<file path="src/rtl/uart_tx_buffered.sv">
// ---------------------------------------------------------------------------
// uart_tx_buffered
//   Byte FIFO in front of an 8N1 serial transmitter. Bit timing comes from an
//   external baud clock (bclk); only its rising edge advances the line.
//
// Ports
//   clk       in   system clock, all state on its rising edge
//   reset     in   asynchronous, active-high reset
//   bclk      in   baud clock, synchronous to clk; rising edge = one bit period
//   wr_en     in   enqueue strobe, one byte per clk when high
//   wr_data   in   byte to enqueue
//   tx_out    out  serial line, idle high, registered
//   busy      out  frame in progress
//   full      out  FIFO holds DEPTH bytes
//   empty     out  FIFO holds no bytes
//   count     out  bytes waiting in the FIFO (the byte being shifted excluded)
//   overflow  out  sticky; a write arrived while full and was dropped
// ---------------------------------------------------------------------------
module uart_tx_buffered #(
    parameter int DEPTH = 32
) (
    input  logic                     clk,
    input  logic                     reset,
    input  logic                     bclk,
    input  logic                     wr_en,
    input  logic [7:0]               wr_data,
    output logic                     tx_out,
    output logic                     busy,
    output logic                     full,
    output logic                     empty,
    output logic [$clog2(DEPTH):0]   count,
    output logic                     overflow
);

    localparam int AW = $clog2(DEPTH);
    localparam int CW = AW + 1;
    localparam logic [AW-1:0] PTR_ONE  = AW'(1);
    localparam logic [CW-1:0] CNT_ONE  = CW'(1);
    localparam logic [CW-1:0] CNT_FULL = CW'(DEPTH);

    typedef enum logic [1:0] {
        IDLE  = 2'd0,
        START = 2'd1,
        DATA  = 2'd2,
        STOP  = 2'd3
    } state_t;

    // Registered state
    state_t          state_q,   state_d;
    logic            tx_q,      tx_d;
    logic            bclk_q,    bclk_d;
    logic [2:0]      bit_cnt_q, bit_cnt_d;
    logic [7:0]      shreg_q,   shreg_d;
    logic [AW-1:0]   wr_ptr_q,  wr_ptr_d;
    logic [AW-1:0]   rd_ptr_q,  rd_ptr_d;
    logic [CW-1:0]   count_q,   count_d;
    logic            ovf_q,     ovf_d;

    // FIFO storage; contents need no reset because the pointers and count do
    logic [7:0]      mem [DEPTH];

    // Combinational helpers
    logic            tick;
    logic            full_c;
    logic            empty_c;
    logic            wr_accept;
    logic            pop;
    logic [2:0]      nxt_bit;

    always_comb begin
        tick      = bclk & ~bclk_q;
        full_c    = (count_q == CNT_FULL);
        empty_c   = (count_q == '0);
        // A write while full is dropped even if a pop frees a slot this cycle
        wr_accept = wr_en & ~full_c;
        // Bytes leave the FIFO only at a frame boundary: from IDLE, or at the
        // end of a stop bit so consecutive frames abut with no idle gap
        pop       = tick & ~empty_c & ((state_q == IDLE) | (state_q == STOP));
        nxt_bit   = bit_cnt_q + 3'd1;

        state_d   = state_q;
        tx_d      = tx_q;
        bclk_d    = bclk;
        bit_cnt_d = bit_cnt_q;
        shreg_d   = shreg_q;
        wr_ptr_d  = wr_ptr_q;
        rd_ptr_d  = rd_ptr_q;
        count_d   = count_q;
        ovf_d     = ovf_q;

        if (wr_accept) begin
            wr_ptr_d = wr_ptr_q + PTR_ONE;   // DEPTH is a power of two: wraps naturally
        end
        if (wr_en & full_c) begin
            ovf_d = 1'b1;
        end
        if (pop) begin
            rd_ptr_d = rd_ptr_q + PTR_ONE;
            shreg_d  = mem[rd_ptr_q];
        end

        case ({wr_accept, pop})
            2'b10:   count_d = count_q + CNT_ONE;
            2'b01:   count_d = count_q - CNT_ONE;
            default: count_d = count_q;
        endcase

        if (tick) begin
            case (state_q)
                IDLE: begin
                    tx_d = 1'b1;
                    if (pop) begin
                        tx_d    = 1'b0;
                        state_d = START;
                    end
                end
                START: begin
                    tx_d      = shreg_q[0];
                    bit_cnt_d = 3'd0;
                    state_d   = DATA;
                end
                DATA: begin
                    if (bit_cnt_q != 3'd7) begin
                        tx_d      = shreg_q[nxt_bit];
                        bit_cnt_d = nxt_bit;
                    end else begin
                        tx_d    = 1'b1;
                        state_d = STOP;
                    end
                end
                STOP: begin
                    if (pop) begin
                        tx_d    = 1'b0;
                        state_d = START;
                    end else begin
                        tx_d    = 1'b1;
                        state_d = IDLE;
                    end
                end
                default: begin
                    tx_d    = 1'b1;
                    state_d = IDLE;
                end
            endcase
        end
    end

    always_ff @(posedge clk or posedge reset) begin
        if (reset) begin
            state_q   <= IDLE;
            tx_q      <= 1'b1;
            bclk_q    <= 1'b0;
            bit_cnt_q <= 3'd0;
            shreg_q   <= 8'd0;
            wr_ptr_q  <= '0;
            rd_ptr_q  <= '0;
            count_q   <= '0;
            ovf_q     <= 1'b0;
        end else begin
            state_q   <= state_d;
            tx_q      <= tx_d;
            bclk_q    <= bclk_d;
            bit_cnt_q <= bit_cnt_d;
            shreg_q   <= shreg_d;
            wr_ptr_q  <= wr_ptr_d;
            rd_ptr_q  <= rd_ptr_d;
            count_q   <= count_d;
            ovf_q     <= ovf_d;
        end
    end

    always_ff @(posedge clk) begin
        if (wr_accept) begin
            mem[wr_ptr_q] <= wr_data;
        end
    end

    assign tx_out   = tx_q;
    assign busy     = (state_q != IDLE);
    assign full     = full_c;
    assign empty    = empty_c;
    assign count    = count_q;
    assign overflow = ovf_q;

endmodule

</file>
<file path="config.mk">
export PLATFORM = sky130hd
export DESIGN_NAME = uart_tx_buffered
export DESIGN_NICKNAME = d
export VERILOG_FILES = /design/src/rtl/uart_tx_buffered.sv
export SDC_FILE = /design/constraint.sdc
export NUM_CORES = 1
export LEC_CHECK = 0
export ABC_AREA = 1
export CAP_MARGIN = 20
export CORE_MARGIN = 2
export CORE_UTILIZATION = 40
export CTS_CLUSTER_SIZE = 24
export DETAILED_ROUTE_END_ITERATION = 10
export PLACE_DENSITY = 0.61
export SETUP_SLACK_MARGIN = 0.5
export SKIP_LAST_GASP = 1
export SYNTH_ARGS = -nofsm -noshare
export SYNTH_HDL_FRONTEND = slang
export SYNTH_SLANG_ARGS = --single-unit
</file>
<file path="constraint.sdc">
create_clock -name clk -period 3.3 [get_ports clk]
set_input_delay 0.495 -clock clk [delete_from_list [all_inputs] [get_ports clk]]
set_output_delay 0.495 -clock clk [all_outputs]
set_load 0.05 [all_outputs]
</file>
# --- After elaboration in Yosys (flattened, before gate mapping) ---
# Memory sizes are Yosys's and may differ from the RTL's. A register that Yosys moved wholly into a read port is not among the register bits.
# Index checks and enable logic that the tools add are counted.
totals:
  reg_bits: 24
  ram_bits: 256
  wordCells: 56
  n_memories: 1
classes:
  add_sub_neg: 5
  n_lt_le_gt_ge: 1
  eq_ne: 10
  n_mux: 14
  bitwise_logic: 9
  reduce_logical: 8
mem_list:
  columns: ["memory", "words", "width", "rd", "rd_clocked_by_memory_dff", "wr", "line_no", "text"]
  rows:
  - ["mem", 32, 8, 1, 1, 1, "60", "logic [7:0] mem [DEPTH];"]
ops:
  columns: ["op", "n"]
  rows:
  - ["case mux 6 bit (2 select lines)", 1]
  - ["adder 5 x 1 -> 5 bit (second input constant)", 2]
  - ["case mux 2 bit (4 select lines)", 1]
  - ["adder 6 x 1 -> 6 bit (second input constant)", 1]
  - ["equality test 2 bit (second input constant)", 3]
  - ["equality test 6 bit (second input constant)", 1]
  - ["logical NOT 6 bit", 1]
  - ["two-way mux 1 bit", 6]
  - ["!= test 2 bit (second input constant)", 3]
  - ["case mux 3 bit (2 select lines)", 1]
  - ["AND reduction 3 bit", 2]
  - ["nonzero test 2 bit", 3]
  - ["subtractor 6 x 1 -> 6 bit (second input constant)", 1]
  - ["bitwise AND 1 bit", 5]
  - ["equality test 2 x 1 -> 1 bit (second input constant)", 2]
  - ["< comparator 3 x 4 -> 1 bit (second input constant)", 1]
  - ["two-way mux 2 bit", 2]
  - ["adder 3 x 1 -> 3 bit (second input constant)", 1]
  - ["binary-select mux 1 bit (select 3 bit)", 1]
  - ["two-way mux 3 bit", 1]
  - ["!= test 3 bit (second input constant)", 1]
  - ["NOT 1 bit", 3]
  - ["case mux 1 bit (3 select lines)", 1]
  - ["logical NOT 2 bit", 1]
  - ["2 further kinds", 2]

# --- Logic depth before layout (Yosys ltp) ---
# Gate-level depths: netlist of the first run.
logic_depth:
  word_depth: 6
  ltp_mapped: 16

# --- Worst setup path before layout of the first run ---
# OpenSTA, ideal clock, no wires.
synth_timing:
  kind: "register to register"
  startpoint: "register count_q[0], in the netlist count[0]"
  endpoint: "register count_q[4], in the netlist count[4]"
  setup_ps: 77
  arrival_ps: 2561
  slack_ps: 662
  path_stages_with_launch: 16
  cell_sequence: "dfrtp_1 nor2_1 nand4_1 nand2_1 inv_1 nand2_1 inv_1 buf_2 ha_1 fa_1 nand2_1 nand2_1 a21o_1 o21ai_0 a21oi_1 a21oi_1"
synth_via:
  elab_chain_cells: 6
synth_rtl:
  columns: ["element", "line_no", "text"]
  rows:
  - ["from (decl)", "56", "logic [CW-1:0] count_q, count_d;"]
  - ["from (signal assigned)", "167", "count_q <= count_d;"]
  - ["logical NOT 6 bit (*)", "73", "empty_c = (count_q == '0);"]
  - ["NOT 1 bit (*)", "78", "pop = tick & ~empty_c & ((state_q == IDLE) | (state_q == STOP));"]
  - ["bitwise AND 1 bit (*) (2 in a row)", "78", null]
  - ["named net pop", "67", "logic pop;"]
  - ["equality test 2 x 1 -> 1 bit / equality test 2 bit (equally long branches)", "102", "case ({wr_accept, pop})"]
  - ["case mux 6 bit (2 select lines) / nonzero test 2 bit (equally long branches)", null, null]
# Mark *: on every way through the listed nets, which the timed path passes. The rest lies on a longest branch.
# A chain may end at the register's enable or synchronous reset.

# --- Worst setup path in the final report of the first run ---
layout_timing:
  startpoint: "register count_q[0], in the netlist count[0]"
  endpoint: "output port full"
layout_via:
  elab_chain_cells: 1
layout_rtl:
  columns: ["element", "line_no", "text"]
  rows:
  - ["equality test 6 bit", "72", "full_c = (count_q == CNT_FULL);"]
  - ["to (decl)", "29", "output logic full,"]
# No other way between the ends.

==> results of run 1 <==
-- worst max-delay path: cells and delay by family (launching register included) --
family        cells  cell delay [ps]
flops             1              470
buf+inv           2              890
simple gates      2              290
-- metrics by stage --
step / setup WS [ps] / instances / power [W] / utilization, %
after floorplan: 661.8 / 1225 / 0.007510 / -
after detailed placement: 423.8 / 1644 / 0.008834 / 43.03
after global placement: 518.7 / 1644 / 0.008790 / 43.03
after CTS: 569.9 / 1699 / 0.01198 / 45.96
after global routing: 502.8 / 1699 / 0.01264 / 45.96
final: 606.7 / 1699 / 0.01192 / 45.96
-- routing by layer --
metal / global-route usage (%) / up-vias / part of all wire, %
li1: - / 4115 / -
met1: 26.33 / 4053 / 45
met2: 30.57 / 259 / 47
met3: 2.708 / 47 / 5.6
met4: 4.780 / 0 / 2.2
met5: 0 / - / 0
-- synthesized netlist by cell type --
library cell | n | area, µm²
sky130_fd_sc_hd__a21o_1 | 2 | 15.01
sky130_fd_sc_hd__a21oi_1 | 22 | 110.1
sky130_fd_sc_hd__a31oi_1 | 1 | 6.260
sky130_fd_sc_hd__buf_2 | 37 | 185.2
sky130_fd_sc_hd__buf_4 | 8 | 60.06
sky130_fd_sc_hd__clkbuf_1 | 8 | 30.03
sky130_fd_sc_hd__clkinv_1 | 1 | 3.750
sky130_fd_sc_hd__dfrtp_1 | 31 | 775.7
sky130_fd_sc_hd__dfstp_2 | 1 | 26.28
sky130_fd_sc_hd__edfxtp_1 | 256 | 7687
sky130_fd_sc_hd__fa_1 | 1 | 20.02
sky130_fd_sc_hd__ha_1 | 18 | 225.2
sky130_fd_sc_hd__inv_1 | 139 | 521.8
sky130_fd_sc_hd__inv_2 | 2 | 7.510
sky130_fd_sc_hd__nand2_1 | 395 | 1483
sky130_fd_sc_hd__nand3_1 | 169 | 845.8
sky130_fd_sc_hd__nand3b_1 | 2 | 15.01
sky130_fd_sc_hd__nand4_1 | 4 | 25.02
sky130_fd_sc_hd__nor2_1 | 91 | 341.6
sky130_fd_sc_hd__nor2_2 | 1 | 6.260
sky130_fd_sc_hd__nor3_1 | 2 | 10.01
sky130_fd_sc_hd__o21ai_0 | 20 | 100.1
sky130_fd_sc_hd__o21bai_1 | 2 | 15.01
sky130_fd_sc_hd__xnor2_1 | 1 | 8.760
sky130_fd_sc_hd__xor2_1 | 11 | 96.34
-- repair_timing --
action | CTS | global route
setup endpoints to repair | 1 | 0
gates resized for setup | 1 | 0
hold endpoints to repair | 0 | 0
-- final cells by class --
cell class,count,area (µm²),share of cell area [%]
clock inverters,20,150.1,1.043
flip-flops and latches,288,8494,59.02
well taps,402,503.0,3.495
repair buffers,70,616.8,4.286
multi-input cells,742,3323,23.09
clock buffers,35,769.5,5.347
inverters,142,534.3,3.712
-- registers in the layout, indices dropped and copies added, names as in the netlist --
register,flops
bit_cnt_q,3
count,6
shreg_q,8
rd_ptr_q,5
tx_out,1
mem,256
bclk_q,1
overflow,1
wr_ptr_q,5
state_q,2
-- cells by family (layout without fill, tap and decap cells) --
kind of cell / Yosys count / in the layout / share of synthesized area [%]
AND/OR/NAND/NOR: 664 / 664 / 21.60
flip-flops: 288 / 288 / 67.26
buffers and inverters: 195 / 267 / 6.404
adder cells (fa/ha/maj): 19 / 19 / 1.943
XOR/XNOR: 12 / 12 / 0.8327
AO/OA/AOI/OAI: 47 / 47 / 1.953
-- where the power goes --
group          leakage, nW  switching (W)  internal, W
registers             2.69       0.000253      0.00435
logic                 2.85        0.00294      0.00123
clock network        0.449        0.00139      0.00175
total                 5.99        0.00458      0.00734
-- how the worst min path moves through the flow --
stage / startpoint / to / slack [ps] / depth (start not counted)
after global routing: reset / count[3] / 370 / 3
after detailed placement: overflow / overflow / 450 / 1
final: reset / count[3] / 340 / 3
after global placement: overflow / overflow / 440 / 1
after CTS: reset / wr_ptr_q[2] / 350 / 3
after floorplan: shreg_q[1] / shreg_q[1] / 450 / 2
==> out/metrics.sh, run 1 <==
CLOCK-ROOT-BUFFER='sky130_fd_sc_hd__clkbuf_16'
FINALWEIGHTEDCONGESTION=0.8889
BOUNDARYPINS=23
LAYOUT-DRIVE-GT1-SHARE_PCT=7.479
CTS_HTREE_LEVELS=1
PART_OF_THE_YOSYS_AREA_USED_FOR_SEQUENTIAL_ELEMENTS_PCT=67.26
LAYOUT.CELL_AREA.NON_FILLER_UM2=14390
CELLPOWERDENSITY_nW_PER_UM2=827.9
REQUIRED_PS=2800
DRT_PRE_ANTENNA_ITERS=5
CHIPWIDTH_UM=181.6
POST_PLACEMENT_CELL_AREA_UM2=13470
IR_WORST_VDD_mV=0.5717
WORST_SETUP_HOLD_PATH_CLK_SLEW_PS=60
HOLD_CLASS='in -> async'
CLOCKBUFFERDEPTH=3
CRIT_PATH_END='full'
SYNTH_NETS=1256
TIMING.FMAX_MHz=371.3
SLOWEST_STAGE='sky130_fd_sc_hd__clkdlybuf4s50_1'
POSTSYNTHAREAPERCELL_UM2=10.30
WORST_REG2REG_PATH_DEPTH=10
SKEW_PS=18.18
FINAL_HOLD_VIOL_COUNT=0
WORST_PIN_SLEW_PS=794.6
CP-END-KIND='primary output'
CTS_MADE_BUFFERS=30
CRITPATHKIND='reg -> out'
CORE_UM2=31310
DETAIL_ROUTE.DRC_VIOLATIONS=0
ROUTE.FINAL.WIRE_LENGTH_UM=30430
FILLERS=2905
INITIAL_UTILIZATION_PCT=40.31
SETUP_VIOLATING_ENDPOINT_COUNT_IN_THE_FINAL_REPORT=0
STATUS='finished, final reports clean'
NNETSFINAL=1305
R2R-START='count[0]'
COMMONEST_CELLS_AFTER_ROUTING_FILL_AND_TAPS_ASIDE='395 x sky130_fd_sc_hd__nand2_1, 256 x sky130_fd_sc_hd__edfxtp_1, 169 x sky130_fd_sc_hd__nand3_1, 138 x sky130_fd_sc_hd__inv_1, 91 x sky130_fd_sc_hd__nor2_1'
GLOBALROUTETOTALUTIL_PCT=18.69
FINAL_ANTENNA_NET_COUNT=0
TRITONCTS_NUM_SINKS=288
DETAIL_ROUTE.ITER0.VIOLATIONS=949
SYNTH_CELL_TYPES=25
POWER.LEAKAGE_nW=5.990
NUMBER_OF_GLOBAL_ROUTE_VIAS_BEFORE_REPAIR=8389
TIMING.CRITICAL_PATH.CELLS='nor2_1 > nand4_1 > inv_1 > clkdlybuf4s50_1'
NUM_ROWS=65
DETAILROUTE.VIA_COUNT=8474
CTS.REPAIR_TIMING.SETUP_BUFFER_COUNT=0
RR_ENDPOINT='count[3]'
MAPPEDNETLISTAREA_UM2=12620
YOSYSWARNINGS=0
GR-TOTAL-OVERFLOW=0
MOSTFREQUENTLAYOUTCELL='sky130_fd_sc_hd__nand2_1'
TIMING.MAX_SLEW.REL_SLACK_PCT=47.03
POSTSYNTHCELLCOUNT=1225
MAX_CAP_VIOLATIONS=0
LAYOUT_OVERHEAD_ON_THE_SYNTHESIZED_AREA_PCT=14.03
BUFFER_PORTS.INSERTED=22
INSERTION_DELAY_PS=570
CHIPHEIGHT_UM=181.6
GRT_SETUP_UNREPAIRED='no'
WORST-ENDPOINT-ARRIVAL_PS=2200
FINALWORSTPATHREQUIREDPERIOD_PS=2693
CRIT_PATH_START_KIND='flip-flop'
GRT_FIRST_PASS_WIRELENGTH_UM=47450
REGTOREGSETUPSLACK_PS=790
ANTENNA_CELL_COUNT=0
CRITICAL_PATH.MAX_STAGE_DELAY_PS=800
TNS_PS=0
FINAL_HOLD_SLACK_PS=339.3
POST_CTS_HOLD_BUFFER_COUNT=0
ROUTEDWLPERCELL_UM=17.91
SYNTH_SEQ_CELLS=288
DETAIL_ROUTE.VIAS_PER_CELL=4.988
FINALMAXSLEWVIOLATIONS=0
DP.FINAL_HPWL_UM=18560
PATH_MAX_FANOUT=6
CRIT_START='count[0]'
DIEAREA_UM2=32990
GRT_MAX_DEGREE=139
POST-ROUTE-PERIOD-UTIL_PCT=81.61
CTS_TREE='done'
GRT_ANTENNA_BEFORE_REPAIR=0
No activity file was read; power rests on OpenSTA's default activity.
==> inputs of run 2 (changes only) <==
==> constraint.sdc (replaced) <==
create_clock -name clk -period 2.7 [get_ports clk]
set_input_delay 0.405 -clock clk [delete_from_list [all_inputs] [get_ports clk]]
set_output_delay 0.405 -clock clk [all_outputs]
set_load 0.05 [all_outputs]
==> run 2 against run 1 <==
Non-clock buffer count increased by 20. Global-route usage decreased by 0.87 points. Critical path depth decreased by 3. Utilization increased by 0.76 points. Clock skew decreased by 0.68 ps. Cell area increased by 1.6%. Setup slack got worse by 56 ps. Clock power increased by 24%. Sequential power increased by 23%. Via count increased by 0.32%. First-iteration DRC count decreased by 21%. Critical endpoint is now count[5]. Largest cell class unchanged.
==> out/metrics.sh, run 2 (same netlist as run 1, synthesis figures left out) <==
POST_CTS_HOLD_BUFFER_COUNT=0  # unchanged
FIN_CELLS=1718  # +1.1%
SKEW_PS=17.49  # -0.6832 ps
DIEAREA_UM2=32990  # unchanged
CTS_HTREE_LEVELS=1  # unchanged
CLOCKBUFFERDEPTH=3  # unchanged
REGTOREGSETUPSLACK_PS=590  # -200 ps
LAYOUT.CELL_AREA.NON_FILLER_UM2=14630  # +1.6%
GR-TOTAL-OVERFLOW=0  # unchanged
FINALMAXSLEWVIOLATIONS=0  # unchanged
CELLPOWERDENSITY_nW_PER_UM2=1009  # +22%
NUMBER_OF_GLOBAL_ROUTE_VIAS_BEFORE_REPAIR=8424  # +0.42%
LAYOUT_OVERHEAD_ON_THE_SYNTHESIZED_AREA_PCT=15.90
ANTENNA_CELL_COUNT=0  # unchanged
ROUTE.LAYER.MET1.WL_UM=12780  # -7.6%
CRITICAL_PATH.MAX_STAGE_DELAY_PS=800  # about the same
LARGEST_REG_FLOPS=256  # unchanged
WORST-PATH-BUF-INV=1  # -1
GRT_ANTENNA_BEFORE_REPAIR=0  # unchanged
WORST-ENDPOINT-ARRIVAL_PS=1740  # -460 ps
MOSTFREQUENTLAYOUTCELL='sky130_fd_sc_hd__nand2_1'
CTS_MADE_BUFFERS=30  # unchanged
POWER.LEAKAGE_nW=6.089  # +1.7%
NUM_ROWS=65  # unchanged
GLOBALROUTETOTALUTIL_PCT=17.82  # -0.87 points
MOST_FLOPS_REGISTER='mem'
INSERTION_DELAY_PS=560  # about the same
DP.FINAL_HPWL_UM=17970  # -3.1%
DETAIL_ROUTE.VIAS_PER_CELL=4.948  # -0.79%
POST-ROUTE-PERIOD-UTIL_PCT=79.62
CORE_UM2=31310  # unchanged
GRT_MAX_DEGREE=73  # -47%
SETUP_VIOLATING_ENDPOINT_COUNT_IN_THE_FINAL_REPORT=0  # unchanged
MULTI_INPUT_AREA_UM2=3388  # +2.0%
ROUTE.FINAL.WIRE_LENGTH_UM=28960  # -4.8%
POST_PLACEMENT_CELL_AREA_UM2=13610  # +1.0%
WORST_PIN_SLEW_PS=558.4  # -236.2 ps
NNETSFINAL=1325  # +1.5%
CHIPHEIGHT_UM=181.6  # unchanged
DETAIL_ROUTE.ITER0.VIOLATIONS=749  # -21%
MET2_WIRELENGTH_UM=13710  # -3.6%
CRITPATHKIND='reg -> out'
REQUIRED_PS=2300  # -500 ps
IR_WORST_VDD_mV=0.6684  # +17%
REGAREA_UM2=8503  # +0.10%
MAX_CAP_VIOLATIONS=0  # unchanged
WORST_SETUP_HOLD_PATH_CLK_SLEW_PS=60  # about the same
FINALWORSTPATHREQUIREDPERIOD_PS=2150
COMMONEST_CELLS_AFTER_ROUTING_FILL_AND_TAPS_ASIDE='391 x sky130_fd_sc_hd__nand2_1, 256 x sky130_fd_sc_hd__edfxtp_1, 169 x sky130_fd_sc_hd__nand3_1, 135 x sky130_fd_sc_hd__inv_1, 89 x sky130_fd_sc_hd__nor2_1'
BUFFER_PORTS.INSERTED=22  # unchanged
HOLD_CLASS='in -> async'
GRT_SETUP_UNREPAIRED='yes'
ROUTE.MET3.WL_UM=1691  # -0.35%
STATUS='finished, final reports clean'
DR.MAX_LAYER_USED='met4'
SLOWEST_STAGE='sky130_fd_sc_hd__clkdlybuf4s50_1'
FILLERS=2863  # -1.4%
DP.CELLS=1653  # +0.55%
TIMING.FMAX_MHz=465.2
TIMING.CRITICAL_PATH.CELLS='clkdlybuf4s50_1'
INITIAL_UTILIZATION_PCT=40.31  # unchanged
TIMING.MAX_SLEW.REL_SLACK_PCT=62.73  # +16 points
FINAL_ANTENNA_NET_COUNT=0  # unchanged
TNS_PS=0  # unchanged
CHIPWIDTH_UM=181.6  # unchanged
FINALWEIGHTEDCONGESTION=0.8979  # +1.0%
LAYOUT-DRIVE-GT1-SHARE_PCT=10.49  # +3.0 points
BOUNDARYPINS=23  # unchanged
DRT_PRE_ANTENNA_ITERS=5  # unchanged
TRITONCTS_NUM_SINKS=288  # unchanged
CP-END-KIND='primary output'
CRIT_PATH_START_KIND='flip-flop'
PATH_MAX_FANOUT=4  # -2
DETAIL_ROUTE.DRC_VIOLATIONS=0  # unchanged
GRT_FIRST_PASS_WIRELENGTH_UM=46000  # -3.1%
CRITICAL-PATH-TOP-DELAY-FAMILY='buffers and inverters'
ROUTEDWLPERCELL_UM=16.86  # -5.9%
TOTAL_POWER_W=0.01476  # +24%
CTS_TREE='done'
CLOCK-ROOT-BUFFER='sky130_fd_sc_hd__clkbuf_16'
FINAL_HOLD_VIOL_COUNT=0  # unchanged
DETAILROUTE.VIA_COUNT=8501  # +0.32%
==> run 2: cell types whose count changed in the layout (fill, tap and decap cells not counted), moves of 3 or more <==
| cell | change |
|---|---|
| sky130_fd_sc_hd__buf_4 | +19 |
| sky130_fd_sc_hd__clkdlybuf4s50_1 | -7 |
| sky130_fd_sc_hd__clkinv_2 | -4 |
| sky130_fd_sc_hd__dfrtp_1 | -7 |
| sky130_fd_sc_hd__dfrtp_2 | +7 |
| sky130_fd_sc_hd__dlygate4sd2_1 | +4 |
| sky130_fd_sc_hd__ha_1 | -3 |
| sky130_fd_sc_hd__ha_4 | +3 |
| sky130_fd_sc_hd__inv_1 | -3 |
| sky130_fd_sc_hd__inv_2 | +3 |
| sky130_fd_sc_hd__nand2_1 | -4 |
| sky130_fd_sc_hd__nand2_2 | +4 |
==> run 2: timing repair <==
item / CTS / global route
gates resized for setup: 15 / 9
pin swaps: 1 / 3
setup endpoints to repair: 17 / 73
setup buffers: 4 / 7
==> run 2: routing by layer <==
metal / global-route usage, % / up-vias
li1: - / 4160
met1: 24.33 / 4044
met2: 29.16 / 246
met3: 2.908 / 51
met4: 5.854 / 0
met5: 0 / -
==> run 2: path summary, 6_finish.rpt <==
check,start,to,depth (start not counted)
hold reg to reg,overflow,overflow,1
hold / removal,reset,count[5],3
setup reg to reg,state_q[1],count[4],13
setup / recovery,count[5],count[5],1
max in group asynchronous,reset,rd_ptr_q[0],3
min in group clk,bclk,bclk_q,1
==> run 2: power by group <==
part	internal, W	switching (W)	total (W)
Clock	0.00222	0.00168	0.00390
Sequential	0.00533	0.000323	0.00565
Combinational	0.00164	0.00357	0.00521
==> run 2: cell type report <==
| class | count | share of cell area [%] |
|---|---|---|
| repair buffers | 90 | 5.278 |
| multi-input cells | 742 | 23.16 |
| clock inverters | 20 | 1.103 |
| clock buffers | 34 | 5.235 |
| inverters | 142 | 3.652 |
| well taps | 402 | 3.439 |
| flip-flops and latches | 288 | 58.13 |
==> run 2: metrics by stage <==
step	hold WS, ps	worst slack, ps	utilization [%]
floorplan	436.4	422.6	-
global placement	438.4	266.1	43.46
detailed placement	453.4	181.9	43.46
CTS	266.6	511.9	46.52
global route	289.9	421.8	46.72
finish	263.6	550.4	46.72
==> inputs of run 3 (changes only) <==
--- a/config.mk
+++ b/config.mk
@@ -11,7 +11,7 @@
 export CORE_UTILIZATION = 40
 export CTS_CLUSTER_SIZE = 24
 export DETAILED_ROUTE_END_ITERATION = 10
-export PLACE_DENSITY = 0.61
+export PLACE_DENSITY = 0.63
 export SETUP_SLACK_MARGIN = 0.5
 export SKIP_LAST_GASP = 1
 export SYNTH_ARGS = -nofsm -noshare
==> constraint.sdc (replaced) <==
create_clock -name clk -period 1.8 [get_ports clk]
set_input_delay 0.27 -clock clk [delete_from_list [all_inputs] [get_ports clk]]
set_output_delay 0.27 -clock clk [all_outputs]
set_load 0.05 [all_outputs]
==> run 3 against run 2 <==
The run now ends with setup timing left. Register-to-register slack lost 900 ps. Global-route usage grew 3.3 points. Critical endpoint is now count[5]. Routed wire length grew 23%. Non-clock buffer count grew 63. Final cell count grew 3.6%. Clock skew grew 1.5 ps. Sequential share of layout area shrank 9.6 points. Power grew 100%. Setup slack lost 860 ps. Flip-flop and latch count is the same. First-iteration DRC count grew 16%. Highest routed layer unchanged. Largest cell class unchanged.
==> out/metrics.sh, run 3 (same netlist as run 1, synthesis figures left out) <==
SETUP_VIOLATING_ENDPOINT_COUNT_IN_THE_FINAL_REPORT=270  # +270
FINALWORSTPATHREQUIREDPERIOD_PS=2110
TIMING.CRITICAL_PATH.CELLS='nor2_4 > buf_4 > nand4_1 > nand2_4 > ha_4 > ha_1 > nand2_1 > inv_1 > nand4_1 > nand3_1 > xor2_1 > nand2_1 > o21ai_0'
CTS_TREE='done'
NNETSFINAL=1387  # +4.7%
SKEW_PS=18.95  # +1.460 ps
FINAL_ANTENNA_NET_COUNT=0  # unchanged
BUFFER_PORTS.INSERTED=22  # unchanged
WORST-PATH-BUF-INV=2  # +1
PATH_MAX_FANOUT=6  # +2
STATUS='finished with violations'
TIMING.MAX_SLEW.REL_SLACK_PCT=67.52  # +4.8 points
TIMING.FMAX_MHz=473.9
HOLD_CLASS='in -> async'
DETAILROUTE.VIA_COUNT=9310  # +9.5%
ROUTEDWLPERCELL_UM=19.97  # +18%
FINAL_HOLD_VIOL_COUNT=0  # unchanged
IR_WORST_VDD_mV=0.9786  # +46%
NUMBER_OF_GLOBAL_ROUTE_VIAS_BEFORE_REPAIR=9313  # +11%
NUM_ROWS=65  # unchanged
CP-END-KIND='flip-flop'
INSERTION_DELAY_PS=560  # about the same
MULTI_INPUT_AREA_UM2=4761  # +41%
CLOCK-ROOT-BUFFER='sky130_fd_sc_hd__clkbuf_16'
POST_CTS_HOLD_BUFFER_COUNT=0  # unchanged
LARGEST_REG_FLOPS=256  # unchanged
CRIT_PATH_START_KIND='flip-flop'
FIN_CELLS=1780  # +3.6%
DRT_PRE_ANTENNA_ITERS=5  # unchanged
DETAIL_ROUTE.ITER0.VIOLATIONS=869  # +16%
REQUIRED_PS=2240  # -60 ps
R2R-START='count[1]'
LAYOUT_SETUP_WS_PS=-310.2  # -860.5 ps
CELLPOWERDENSITY_nW_PER_UM2=1692  # +68%
FINALMAXSLEWVIOLATIONS=0  # unchanged
MOSTFREQUENTLAYOUTCELL='sky130_fd_sc_hd__nand2_1'
CRITICAL_PATH.MAX_STAGE_DELAY_PS=420  # -380 ps
WORST_REG2REG_PATH_DEPTH=13  # unchanged
CRITPATHKIND='reg -> reg'
LAYOUT_OVERHEAD_ON_THE_SYNTHESIZED_AREA_PCT=38.78
FINAL_UTIL_PCT=55.94  # +9.2 points
DP.FINAL_HPWL_UM=19610  # +9.1%
TNS_PS=-48840  # -48840 ps
VIOLATIONS='setup timing'
CTS_HTREE_LEVELS=1  # unchanged
CHIPHEIGHT_UM=181.6  # unchanged
DETAIL_ROUTE.DRC_VIOLATIONS=0  # unchanged
CRITICAL-PATH-TOP-DELAY-FAMILY='simple AND/OR/NAND/NOR gates'
MAX_CAP_VIOLATIONS=0  # unchanged
ROUTE.FINAL.WIRE_LENGTH_UM=35550  # +23%
GR-TOTAL-OVERFLOW=0  # unchanged
ANTENNA_CELL_COUNT=0  # unchanged
WORST-ENDPOINT-ARRIVAL_PS=2550  # +810 ps
DIEAREA_UM2=32990  # unchanged
CHIPWIDTH_UM=181.6  # unchanged
RR_ENDPOINT='count[5]'
GRT_FIRST_PASS_WIRELENGTH_UM=53610  # +17%
WORST_PIN_SLEW_PS=487.2  # -71.19 ps
REGAREA_UM2=8503  # unchanged
BOUNDARYPINS=23  # unchanged
CLOCKBUFFERDEPTH=3  # unchanged
DETAIL_ROUTE.VIAS_PER_CELL=5.230  # +5.7%
SLOWEST_STAGE='sky130_fd_sc_hd__dfrtp_2'
GRT_MAX_DEGREE=34  # -53%
INITIAL_UTILIZATION_PCT=40.31  # unchanged
POWER.LEAKAGE_nW=7.056  # +16%
GLOBALROUTETOTALUTIL_PCT=21.12  # +3.3 points
CTS_MADE_BUFFERS=29  # -3.3%
GRT_ANTENNA_BEFORE_REPAIR=0  # unchanged
LAYOUT-DRIVE-GT1-SHARE_PCT=33.24  # +23 points
MOST_FLOPS_REGISTER='mem'
FINALWEIGHTEDCONGESTION=0.8735  # -2.7%
COMMONEST_CELLS_AFTER_ROUTING_FILL_AND_TAPS_ASIDE='321 x sky130_fd_sc_hd__nand2_1, 256 x sky130_fd_sc_hd__edfxtp_1, 124 x sky130_fd_sc_hd__inv_1, 89 x sky130_fd_sc_hd__nand3_1, 68 x sky130_fd_sc_hd__nand3_2'
DP.CELLS=1666  # +0.79%
REGTOREGSETUPSLACK_PS=-310  # -900 ps
CORE_UM2=31310  # unchanged
FILLERS=2392  # -16%
WORST_SETUP_HOLD_PATH_CLK_SLEW_PS=60  # about the same
POST-ROUTE-PERIOD-UTIL_PCT=117.2
GRT_SETUP_UNREPAIRED='yes'
TRITONCTS_NUM_SINKS=288  # unchanged
-- run 3: how the worst max path moves through the flow --
| stage | cells after the start | to | from | slack, ps |
|---|---|---|---|---|
| after global placement | 16 | count[5] | bclk | -480 |
| after detailed placement | 16 | count[5] | bclk | -490 |
| after floorplan | 15 | count[4] | count[0] | -480 |
| final | 13 | count[5] | count[1] | -310 |
| after global routing | 14 | count[4] | count[1] | -460 |
| after CTS | 14 | count[4] | count[1] | -260 |
-- run 3: layer usage --
metal  share of wire (%)  vias to the layer above  global-route usage [%]
met2                  50                      385                   36.60
met3                 7.6                       89                   2.948
li1                    -                     4311                       -
met1                  39                     4525                   27.59
met4                 3.4                        0                   6.569
met5                   0                        -                       0
-- run 3: final cells by class --
cell class | count | area share, %
Clock buffer | 33 | 4.229
Clock inverter | 20 | 1.786
Inverter | 142 | 3.329
Multi-Input combinational cell | 742 | 27.18
Sequential cell | 288 | 48.55
Tap cell | 402 | 2.872
Timing Repair Buffer | 153 | 12.06
-- run 3: metrics by stage --
stage | total power [W] | instance area, µm² | hold WS (ps) | setup WS (ps)
after floorplan | 0.01433 | 13040 | 301.4 | -477.3
after global placement | 0.01733 | 14140 | 449.6 | -479.8
after detailed placement | 0.01744 | 14140 | 448.0 | -492.9
after CTS | 0.02767 | 16680 | 116.3 | -264.5
after global routing | 0.03085 | 17520 | 153.1 | -456.1
final | 0.02963 | 17520 | 116.2 | -310.2
-- run 3: power breakdown --
part	total [W]	switching [W]	leakage [nW]	internal, W
Combinational	0.0145	0.00834	3.86	0.00612
Sequential	0.00849	0.000487	2.69	0.00800
Clock	0.00669	0.00258	0.509	0.00410
-- run 3: what timing repair did --
| action | in CTS | in global routing |
|---|---|---|
| endpoints found under the setup margin | 296 | 297 |
| pin swaps | 89 | 96 |
| buffers inserted | 25 | 14 |
| resized for setup | 187 | 172 |
| cloned | 19 | 3 |
-- run 3: tightest hold or removal path: stages --
cell,delay [ps]
sky130_fd_sc_hd__clkdlybuf4s50_1,390
sky130_fd_sc_hd__inv_1,50
sky130_fd_sc_hd__buf_4,400
